--- src/rtl/idli_pkg.sv ---
// Shared types for the idli UART receive path.
//   sqi_data_t      : 4-bit nibble handed to the core
//   uart_rx_state_t : receive FSM state encoding
//   byte_nibble()   : selects the low or high nibble of a received byte
package idli_pkg;

  typedef logic [3:0] sqi_data_t;

  // DATA_0..DATA_7 must stay consecutive: the FSM advances through them by increment.
  typedef enum logic [3:0] {
    IDLE,
    DATA_0,
    DATA_1,
    DATA_2,
    DATA_3,
    DATA_4,
    DATA_5,
    DATA_6,
    DATA_7,
    STOP,
    WAIT_HIGH
  } uart_rx_state_t;

  function automatic sqi_data_t byte_nibble(input logic [7:0] b, input logic hi);
    return hi ? b[7:4] : b[3:0];
  endfunction

endpackage

--- src/rtl/idli_uart_rx_fifo_m.sv ---
// Byte FIFO between the receive FSM and the nibble output.
//   clk, rst  : clock, asynchronous active-high reset (pointers only)
//   push      : write push_data when not full (or when a pop frees the slot)
//   push_data : byte to store
//   full      : no free slot
//   pop       : drop the head entry
//   pop_data  : head entry (undefined while empty)
//   empty     : no stored entry
module idli_uart_rx_fifo_m #(
  parameter int FIFO_DEPTH = 2
) (
  input  logic       clk,
  input  logic       rst,
  input  logic       push,
  input  logic [7:0] push_data,
  output logic       full,
  input  logic       pop,
  output logic [7:0] pop_data,
  output logic       empty
);

  localparam int AW = $clog2(FIFO_DEPTH);

  // One extra pointer bit distinguishes full from empty when the indices match.
  logic [AW:0] wr_ptr;
  logic [AW:0] rd_ptr;
  logic [7:0]  mem [FIFO_DEPTH];
  logic        wr_en;
  logic        rd_en;

  assign empty = (wr_ptr == rd_ptr);
  assign full  = (wr_ptr[AW] != rd_ptr[AW]) && (wr_ptr[AW-1:0] == rd_ptr[AW-1:0]);

  // A push into a full FIFO is still taken if the head leaves in the same cycle.
  assign wr_en = push && (!full || pop);
  assign rd_en = pop && !empty;

  assign pop_data = mem[rd_ptr[AW-1:0]];

  always_ff @(posedge clk or posedge rst) begin
    if (rst) begin
      wr_ptr <= '0;
      rd_ptr <= '0;
    end else begin
      if (wr_en) wr_ptr <= wr_ptr + {{AW{1'b0}}, 1'b1};
      if (rd_en) rd_ptr <= rd_ptr + {{AW{1'b0}}, 1'b1};
    end
  end

  // Storage is data only; it is never reset.
  always_ff @(posedge clk) begin
    if (wr_en) mem[wr_ptr[AW-1:0]] <= push_data;
  end

endmodule

--- src/rtl/idli_uart_rx_m.sv ---
// UART receiver: one bit per clock, 8N1 framing, bytes buffered in a small FIFO
// and handed to the core as two nibbles (low first).
//   i_uart_gck     : clock
//   i_uart_rst     : asynchronous active-high reset
//   i_uart_rx      : asynchronous serial line, idle high
//   o_uart_rx      : nibble to the core (0 while nothing is valid)
//   o_uart_rx_vld  : o_uart_rx is valid
//   i_uart_rx_acp  : core accepts the nibble
//   o_uart_rx_ferr : one-cycle pulse after a bad stop bit
//   o_uart_rx_ovf  : one-cycle pulse after a byte was dropped on a full FIFO
module idli_uart_rx_m
  import idli_pkg::*;
#(
  parameter int SYNC_STAGES = 2,
  parameter int FIFO_DEPTH  = 2
) (
  input  logic      i_uart_gck,
  input  logic      i_uart_rst,
  input  logic      i_uart_rx,
  output sqi_data_t o_uart_rx,
  output logic      o_uart_rx_vld,
  input  logic      i_uart_rx_acp,
  output logic      o_uart_rx_ferr,
  output logic      o_uart_rx_ovf
);

  logic [SYNC_STAGES-1:0] sync_q;
  logic                   rx_s;
  uart_rx_state_t         state_q;
  uart_rx_state_t         state_d;
  logic                   shift_en;
  logic                   push;
  logic                   ferr_d;
  logic [7:0]             byte_q;
  logic                   ferr_q;
  logic                   ovf_q;
  logic                   nib_sel_q;
  logic                   fifo_full;
  logic                   fifo_empty;
  logic [7:0]             fifo_data;
  logic                   xfer;
  logic                   pop;

  // ---- synchroniser: line idles high, so the flops reset to 1 ----
  always_ff @(posedge i_uart_gck or posedge i_uart_rst) begin
    if (i_uart_rst) sync_q <= '1;
    else            sync_q <= {sync_q[SYNC_STAGES-2:0], i_uart_rx};
  end

  assign rx_s = sync_q[SYNC_STAGES-1];

  // ---- receive FSM ----
  always_ff @(posedge i_uart_gck or posedge i_uart_rst) begin
    if (i_uart_rst) state_q <= IDLE;
    else            state_q <= state_d;
  end

  always_comb begin
    state_d  = state_q;
    shift_en = 1'b0;
    push     = 1'b0;
    ferr_d   = 1'b0;
    unique case (state_q)
      IDLE: begin
        if (!rx_s) state_d = DATA_0;
      end
      DATA_0, DATA_1, DATA_2, DATA_3, DATA_4, DATA_5, DATA_6: begin
        shift_en = 1'b1;
        state_d  = uart_rx_state_t'(state_q + 4'd1);
      end
      DATA_7: begin
        shift_en = 1'b1;
        state_d  = STOP;
      end
      STOP: begin
        if (rx_s) begin
          push    = 1'b1;
          state_d = IDLE;
        end else begin
          ferr_d  = 1'b1;
          state_d = WAIT_HIGH;
        end
      end
      WAIT_HIGH: begin
        if (rx_s) state_d = IDLE;
      end
      default: state_d = IDLE;
    endcase
  end

  // ---- byte assembly: LSB arrives first, so shift in from the top ----
  always_ff @(posedge i_uart_gck) begin
    if (shift_en) byte_q <= {rx_s, byte_q[7:1]};
  end

  // ---- byte FIFO ----
  idli_uart_rx_fifo_m #(
    .FIFO_DEPTH (FIFO_DEPTH)
  ) u_fifo (
    .clk       (i_uart_gck),
    .rst       (i_uart_rst),
    .push      (push),
    .push_data (byte_q),
    .full      (fifo_full),
    .pop       (pop),
    .pop_data  (fifo_data),
    .empty     (fifo_empty)
  );

  // ---- nibble output: valid purely from FIFO state, never from acp ----
  assign o_uart_rx_vld = !fifo_empty;
  assign o_uart_rx     = o_uart_rx_vld ? byte_nibble(fifo_data, nib_sel_q) : '0;
  assign xfer          = o_uart_rx_vld && i_uart_rx_acp;
  assign pop           = xfer && nib_sel_q;

  always_ff @(posedge i_uart_gck or posedge i_uart_rst) begin
    if (i_uart_rst) nib_sel_q <= 1'b0;
    else if (xfer)  nib_sel_q <= ~nib_sel_q;
  end

  // ---- status pulses, registered one cycle after the event ----
  always_ff @(posedge i_uart_gck or posedge i_uart_rst) begin
    if (i_uart_rst) begin
      ferr_q <= 1'b0;
      ovf_q  <= 1'b0;
    end else begin
      ferr_q <= ferr_d;
      ovf_q  <= push && fifo_full && !pop;
    end
  end

  assign o_uart_rx_ferr = ferr_q;
  assign o_uart_rx_ovf  = ovf_q;

endmodule
--- config.mk ---
export PLATFORM = sky130hd
export DESIGN_NAME = idli_uart_rx_m
export DESIGN_NICKNAME = d
export VERILOG_FILES = /design/src/rtl/idli_pkg.sv /design/src/rtl/idli_uart_rx_fifo_m.sv /design/src/rtl/idli_uart_rx_m.sv
export SDC_FILE = /design/constraint.sdc
export NUM_CORES = 1
export LEC_CHECK = 0
export BUFFER_PORTS_ARGS = -buffer_cell sky130_fd_sc_hd__buf_4
export CAP_MARGIN = 5
export CORE_MARGIN = 2
export CORE_UTILIZATION = 60
export CTS_BUF_LIST = sky130_fd_sc_hd__clkbuf_16
export DETAILED_ROUTE_END_ITERATION = 10
export GPL_ROUTABILITY_DRIVEN = 0
export PLACE_DENSITY = 0.76
export SETUP_SLACK_MARGIN = 0.5
export SYNTH_ARGS = -nofsm -noshare
export SYNTH_HDL_FRONTEND = slang
export SYNTH_SLANG_ARGS = --single-unit
--- constraint.sdc ---
create_clock -name i_uart_gck -period 3 [get_ports i_uart_gck]
set_input_delay 0.45 -clock i_uart_gck [delete_from_list [all_inputs] [get_ports i_uart_gck]]
set_output_delay 0.45 -clock i_uart_gck [all_outputs]
set_load 0.005 [all_outputs]
=== Yosys cells after proc, flatten, opt, wreduce, memory -nomap -nowiden ===
Memory sizes are Yosys's and may differ from the RTL's.
Index checks and enable logic that the tools add are counted.

* Register bits: 21
* Output and inout bits: 7
* Bits of input ports: 4
* Memories kept: 1
* Memory bits (writable): 16
* Word-level logic and storage cells: 56

* Reduce and logical (&&, ||, !) cells: 15
* $add $sub $neg: 3
* Eq/ne operators: 15
* Bitwise gates (word level): 1
* Mux-type cells: 13

{| class="wikitable"
|+ Memories
! name !! depth !! width !! read ports !! clocked after Yosys merged registers in !! wr ports !! RTL line !! source
|-
| u_fifo.mem || 2 || 8 || 1 || 0 || 1 || idli_uart_rx_fifo_m.sv:27 || <nowiki>logic [7:0] mem [FIFO_DEPTH];</nowiki>
|}

{| class="wikitable"
|+ Operators by type and width
! cell !! count
|-
| 2-to-1 mux 4 bit || 5
|-
| one-hot mux 4 bit (5 select lines) || 1
|-
| == test 4 x 3 -> 1 bit, second input constant || 4
|-
| == test 4 bit, second input constant || 3
|-
| == test 4 x 2 -> 1 bit, second input constant || 2
|-
| OR reduction 8 bit || 1
|-
| logical AND 1 bit || 7
|-
| 2-to-1 mux 1 bit || 7
|-
| OR reduction 7 bit || 1
|-
| adder 2 x 1 -> 2 bit, second input constant || 2
|-
| adder 4 x 1 -> 4 bit, second input constant || 1
|-
| == test 4 x 1 -> 1 bit, second input constant || 1
|-
| zero test 4 bit || 1
|-
| != test 2 bit, second input constant || 2
|-
| zero test 1 bit || 3
|-
| == test 2 bit || 1
|-
| AND reduction 2 bit || 1
|-
| == test 1 bit || 1
|-
| logical OR 1 bit || 1
|-
| != test 1 bit || 1
|-
| NOT 1 bit || 1
|}

=== Longest topological paths before layout ===
* Depth after elaboration: 8
* Depth in mapped cells: 5
* Mapped depth without buffers: 5

=== Cells and area by module ===
Synthesis repeated with hierarchy kept, for this count alone.

* Cells, all modules: 121
* Area total of the unflattened synthesis: 1626.6 um2

{| class="wikitable"
|+ By module, submodules not included
! module !! instances !! area an instance (um2) !! cells an instance !! sequential area each (um2)
|-
| idli_uart_rx_fifo_m || 1 || 822.0 || 55 || 580.6
|-
| idli_uart_rx_m || 1 || 804.5 || 66 || 467.9
|}

=== Worst setup path before layout ===
Ideal clock, no wire load.

* Path type: register to register
* Start point: register u_fifo.rd_ptr[0]
* End point: memory u_fifo.mem[0][0] (enable)
* Buffers on the path: 1
* Period minus slack after synthesis: 1892 ps
* Setup time: 383 ps
* Data required time: 2617 ps
* Arrival: 1509 ps
* Stages on the path, launching flop included: 5
* Path slack: 1108 ps
* Cell sequence: dfrtp_1 > buf_4 > xnor2_1 > and3_1 > nor3_1

* Longest elaborated chain between the ends: 8
* Elaborated cells on any way between the ends: 11
* Those cells by class: eq/ne (2); mux (2); reduce/logical (7)

{| class="wikitable"
|+ RTL lines
! what !! RTL line !! source
|-
| from (decl) || idli_uart_rx_fifo_m.sv:26 || <nowiki>logic [AW:0] rd_ptr;</nowiki>
|-
| from (signal assigned) || idli_uart_rx_fifo_m.sv:46 || <nowiki>if (rd_en) rd_ptr <= rd_ptr + {{AW{1'b0}}, 1'b1};</nowiki>
|-
| == test 2 bit || idli_uart_rx_fifo_m.sv:31 || <nowiki>assign empty = (wr_ptr == rd_ptr);</nowiki>
|-
| zero test 1 bit || idli_uart_rx_m.sv:111 || <nowiki>assign o_uart_rx_vld = !fifo_empty;</nowiki>
|-
| logical AND 1 bit || idli_uart_rx_m.sv:113 || <nowiki>assign xfer = o_uart_rx_vld && i_uart_rx_acp;</nowiki>
|-
| logical AND 1 bit || idli_uart_rx_m.sv:114 || <nowiki>assign pop = xfer && nib_sel_q;</nowiki>
|-
| logical OR 1 bit (*) || idli_uart_rx_fifo_m.sv:35 || <nowiki>assign wr_en = push && (!full || pop);</nowiki>
|-
| logical AND 1 bit (*) || idli_uart_rx_fifo_m.sv:35 ||
|-
| 2-to-1 mux 1 bit (*) || idli_uart_rx_fifo_m.sv:52 || <nowiki>if (wr_en) mem[wr_ptr[AW-1:0]] <= push_data;</nowiki>
|-
| 2-to-1 mux 1 bit (not written as such) (*) || idli_uart_rx_fifo_m.sv:52 ||
|-
| to (decl) || idli_uart_rx_fifo_m.sv:27 ||
|}

Every way passes the cells marked *; elsewhere a longest branch is shown, timed or not.

=== Worst setup path in the final report ===
* Start point: register u_fifo.rd_ptr[0]
* End point: output o_uart_rx[3]

* Longest elaborated chain between the ends: 3
* Elaborated cells on any way between the ends: 4
* Those cells by class: eq/ne (1); mux (2); memory (1)

{| class="wikitable"
|+ RTL lines
! what !! RTL line !! source
|-
| memory read (2 x 8 bit) || -- ||
|-
| 2-to-1 mux 4 bit || idli_pkg.sv:25 || <nowiki>return hi ? b[7:4] : b[3:0];</nowiki>
|-
| 2-to-1 mux 4 bit (*) || idli_uart_rx_m.sv:112 || <nowiki>assign o_uart_rx = o_uart_rx_vld ? byte_nibble(fifo_data, nib_sel_q) : '0;</nowiki>
|-
| to (decl) || idli_uart_rx_m.sv:20 || <nowiki>output sqi_data_t o_uart_rx,</nowiki>
|}

Marked as above.

==> out/results.tsv <==
stage	metric	value	unit
critical_path	endpoint_kind	output pin	
global_route	globalRouteMet2Util	27.38	%
cells_and_area	syn_to_final_growth	18.19	%
yosys	synth_top_flop_cell	edfxtp_1	
die	start_util	64.11	%
yosys	synth_common_cells	edfxtp_1, dfrtp_1, inv_1	
global_route	gr-usage-met3	5.581	%
critical_path	required	2550	ps
flow_run	cap_viol_max_count	0	
die	core	0.002500	mm^2
timing	slew-limit-headroom	45.25	%
die	die_w	55.69	um
yosys	ys_types	35	
detailed_routing	first_iter_violations	55	
timing	tightest_slew	821.3	ps
global_route	grt_pass1_vias	847	
yosys	synth_seq_cells	37	
die	die_y	55.69	um
yosys	yosysSeqAreaShare	65.42	%
timing	setup-tns-final	0	ps
timing	whs	212.7	ps
cells_and_area	n_fill_cell	153	
clock_tree	cts.sinks	37	
global_route	track_usage	17.80	%
detailed_routing	drc	0	
clock_tree	clock_path_buffers	2	
power	p_leak	0.0007408	uW
yosys	netlist_instances	108	
yosys	yosys.area.top_type	edfxtp_1	
detailed_routing	routed_wl	2454	um
yosys	synth_area_leaders	edfxtp_1, dfrtp_1, mux4_2	
detailed_routing	vias_per_cell	5.752	
critical_path	r2r_end	u_fifo.mem[1][6]	
timing	hold_viol_final	0	
global_route	grt.busiest_layer	met2	
timing	setup_slack	785.9	ps
detailed_routing	vias	880	
yosys	synthesis.nets	116	
critical_path	crit_type	register to output pin	
timing	layout_min_cycle_time	2214	ps
yosys	synth_edf_count	24	
timing	fin_crit_sh	73.80	%
timing	rsz0062_at_grt	no	
clock_tree	ctsHoldBuffers	0	
global_route	grt_use_met1	24.04	%
critical_path	crit_arrival	1760	ps
yosys	synthArstFlopShare	35.14	%
clock_tree	cts_made_buffers	5	
detailed_routing	wl_per_cell	16.04	um
global_route	grt_first_pass_wirelength	4105	um
clock_tree	cts_resized	0	
yosys	syn_area	0.001603	mm^2
die	placementRows	18	
clock_tree	htree_levels	2	
clock_tree	cts_tree	done	
power	p_per_area	1156	mW/mm^2
cells_and_area	nets	130	
clock_tree	post-cts-setup-buffers	0	
clock_tree	clk-insertion-delay-late	270	ps
critical_path	r2r_slack	910	ps
placed_design	hpwl	1686	um
global_route	antenna_found_initial	0	
die	die_area	0.003101	mm^2
clock_tree	ctsRootBufferMaster	clkbuf_16	
clock_tree	clkTransAtPathRegs	50	ps
cells_and_area	drive_gt1_share	22.76	%
power	peakVddDrop	0.8475	mV
yosys	netlist.area_leader.share	44.96	%
die	ios	11	
cells_and_area	diodes	0	
critical_path	cp-start-kind	register	
timing	slew_viol_final	0	
critical_path	path_max_fanout	9	
worst_hold_path	min_path_type	input pin to async pin	
placed_design	io_buffers	10	
timing	fmax	0.4517	GHz
yosys	yosysMostFrequentCell	edfxtp_1	
yosys	ys_warn_count	0	
timing	fin_skew	4.146	ps
yosys	syn_area_per_cell	14.84	um^2
timing	setup_viol	0	
placed_design	pre_cts_slack	926.9	ps
critical_path	r2r-start	state_q[1]	
detailed_routing	detail-route-antenna-nets	0	
critical_path	ff2ff_path_depth	5	
status	status	complete, no violations	
global_route	overflow	0	
global_route	grt_max_degree	14	
detailed_routing	drtPass1Iterations	4	
==> cell type report <==
class / count / area, um^2 / area share (%)
clock inverters: 3 / 68.82 / 3.633
clock buffers: 5 / 125.1 / 6.605
multi-input cells: 61 / 509.2 / 26.88
flip-flops and latches: 37 / 1049 / 55.35
inverters: 6 / 22.52 / 1.189
repair buffers: 11 / 82.58 / 4.359
well taps: 30 / 37.54 / 1.982
==> per-layer routing <==
layer / routed length, um / up-vias
met4: 26 / 0
met3: 126 / 4
li1: - / 422
met1: 1123 / 430
met5: 0 / -
met2: 1178 / 24
==> power by group <==
group	internal [uW]	leakage [uW]	switching, uW
Sequential	744	0.000379	164
Combinational	314	0.000267	305
Clock	478	0.0000944	186
Total	1540	0.000741	654
==> worst max-delay path, stage by stage (launching register included) <==
cell	delay [ps]
dfrtp_1	630
mux4_2	570
nor2b_1	150
buf_4	150
==> worst max-delay path by stage <==
stage	to	cells after the start	startpoint	slack, ps
final	o_uart_rx[3]	3	u_fifo.rd_ptr[0]	790
after global routing	o_uart_rx[3]	3	u_fifo.rd_ptr[0]	690
after CTS	o_uart_rx[3]	3	u_fifo.rd_ptr[0]	760
after detailed placement	u_fifo.mem[1][2]	5	state_q[1]	930
after global placement	u_fifo.mem[1][1]	5	state_q[1]	1000
after floorplan	u_fifo.mem[0][0]	4	u_fifo.rd_ptr[0]	1110
==> cell usage in the layout, fill, tap and decap left out, drive strengths merged, types with 3 or more instances in the layout <==
| cell | instances |
|---|---|
| a21oi | 4 |
| buf | 11 |
| clkbuf | 5 |
| dfrtp | 11 |
| edfxtp | 24 |
| ha | 4 |
| inv | 7 |
| mux4 | 4 |
| nand2 | 3 |
| nor2 | 4 |
| nor2b | 4 |
| nor3 | 3 |
| xnor2 | 5 |
| xor2 | 4 |
==> cell families after synthesis <==
family          share of synthesized area (%)
buf+inv                                 2.810
simple gates                            9.133
xor+xnor                                4.918
fa+ha+maj                               3.123
mux                                     7.572
flops                                   65.42
compound gates                          7.027
==> flip-flops by register name (all words and copies together), names as in the netlist <==
register / cells
u_fifo.mem: 16
byte_q: 8
state_q: 4
sync_q: 2
u_fifo.rd_ptr: 2
u_fifo.wr_ptr: 2
nib_sel_q: 1
o_uart_rx_ferr: 1
o_uart_rx_ovf: 1
==> metrics by stage <==
| step | total power (uW) | area, um^2 | instances | util [%] |
|---|---|---|---|---|
| global route | 2318 | 1894 | 153 | 75.78 |
| global placement | 1503 | 1700 | 145 | 68.02 |
| floorplan | 1333 | 1603 | 108 | - |
| detailed placement | 1533 | 1700 | 145 | 68.02 |
| finish | 2191 | 1894 | 153 | 75.78 |
| CTS | 2209 | 1894 | 153 | 75.78 |
Power figures use the tool's default switching activity.
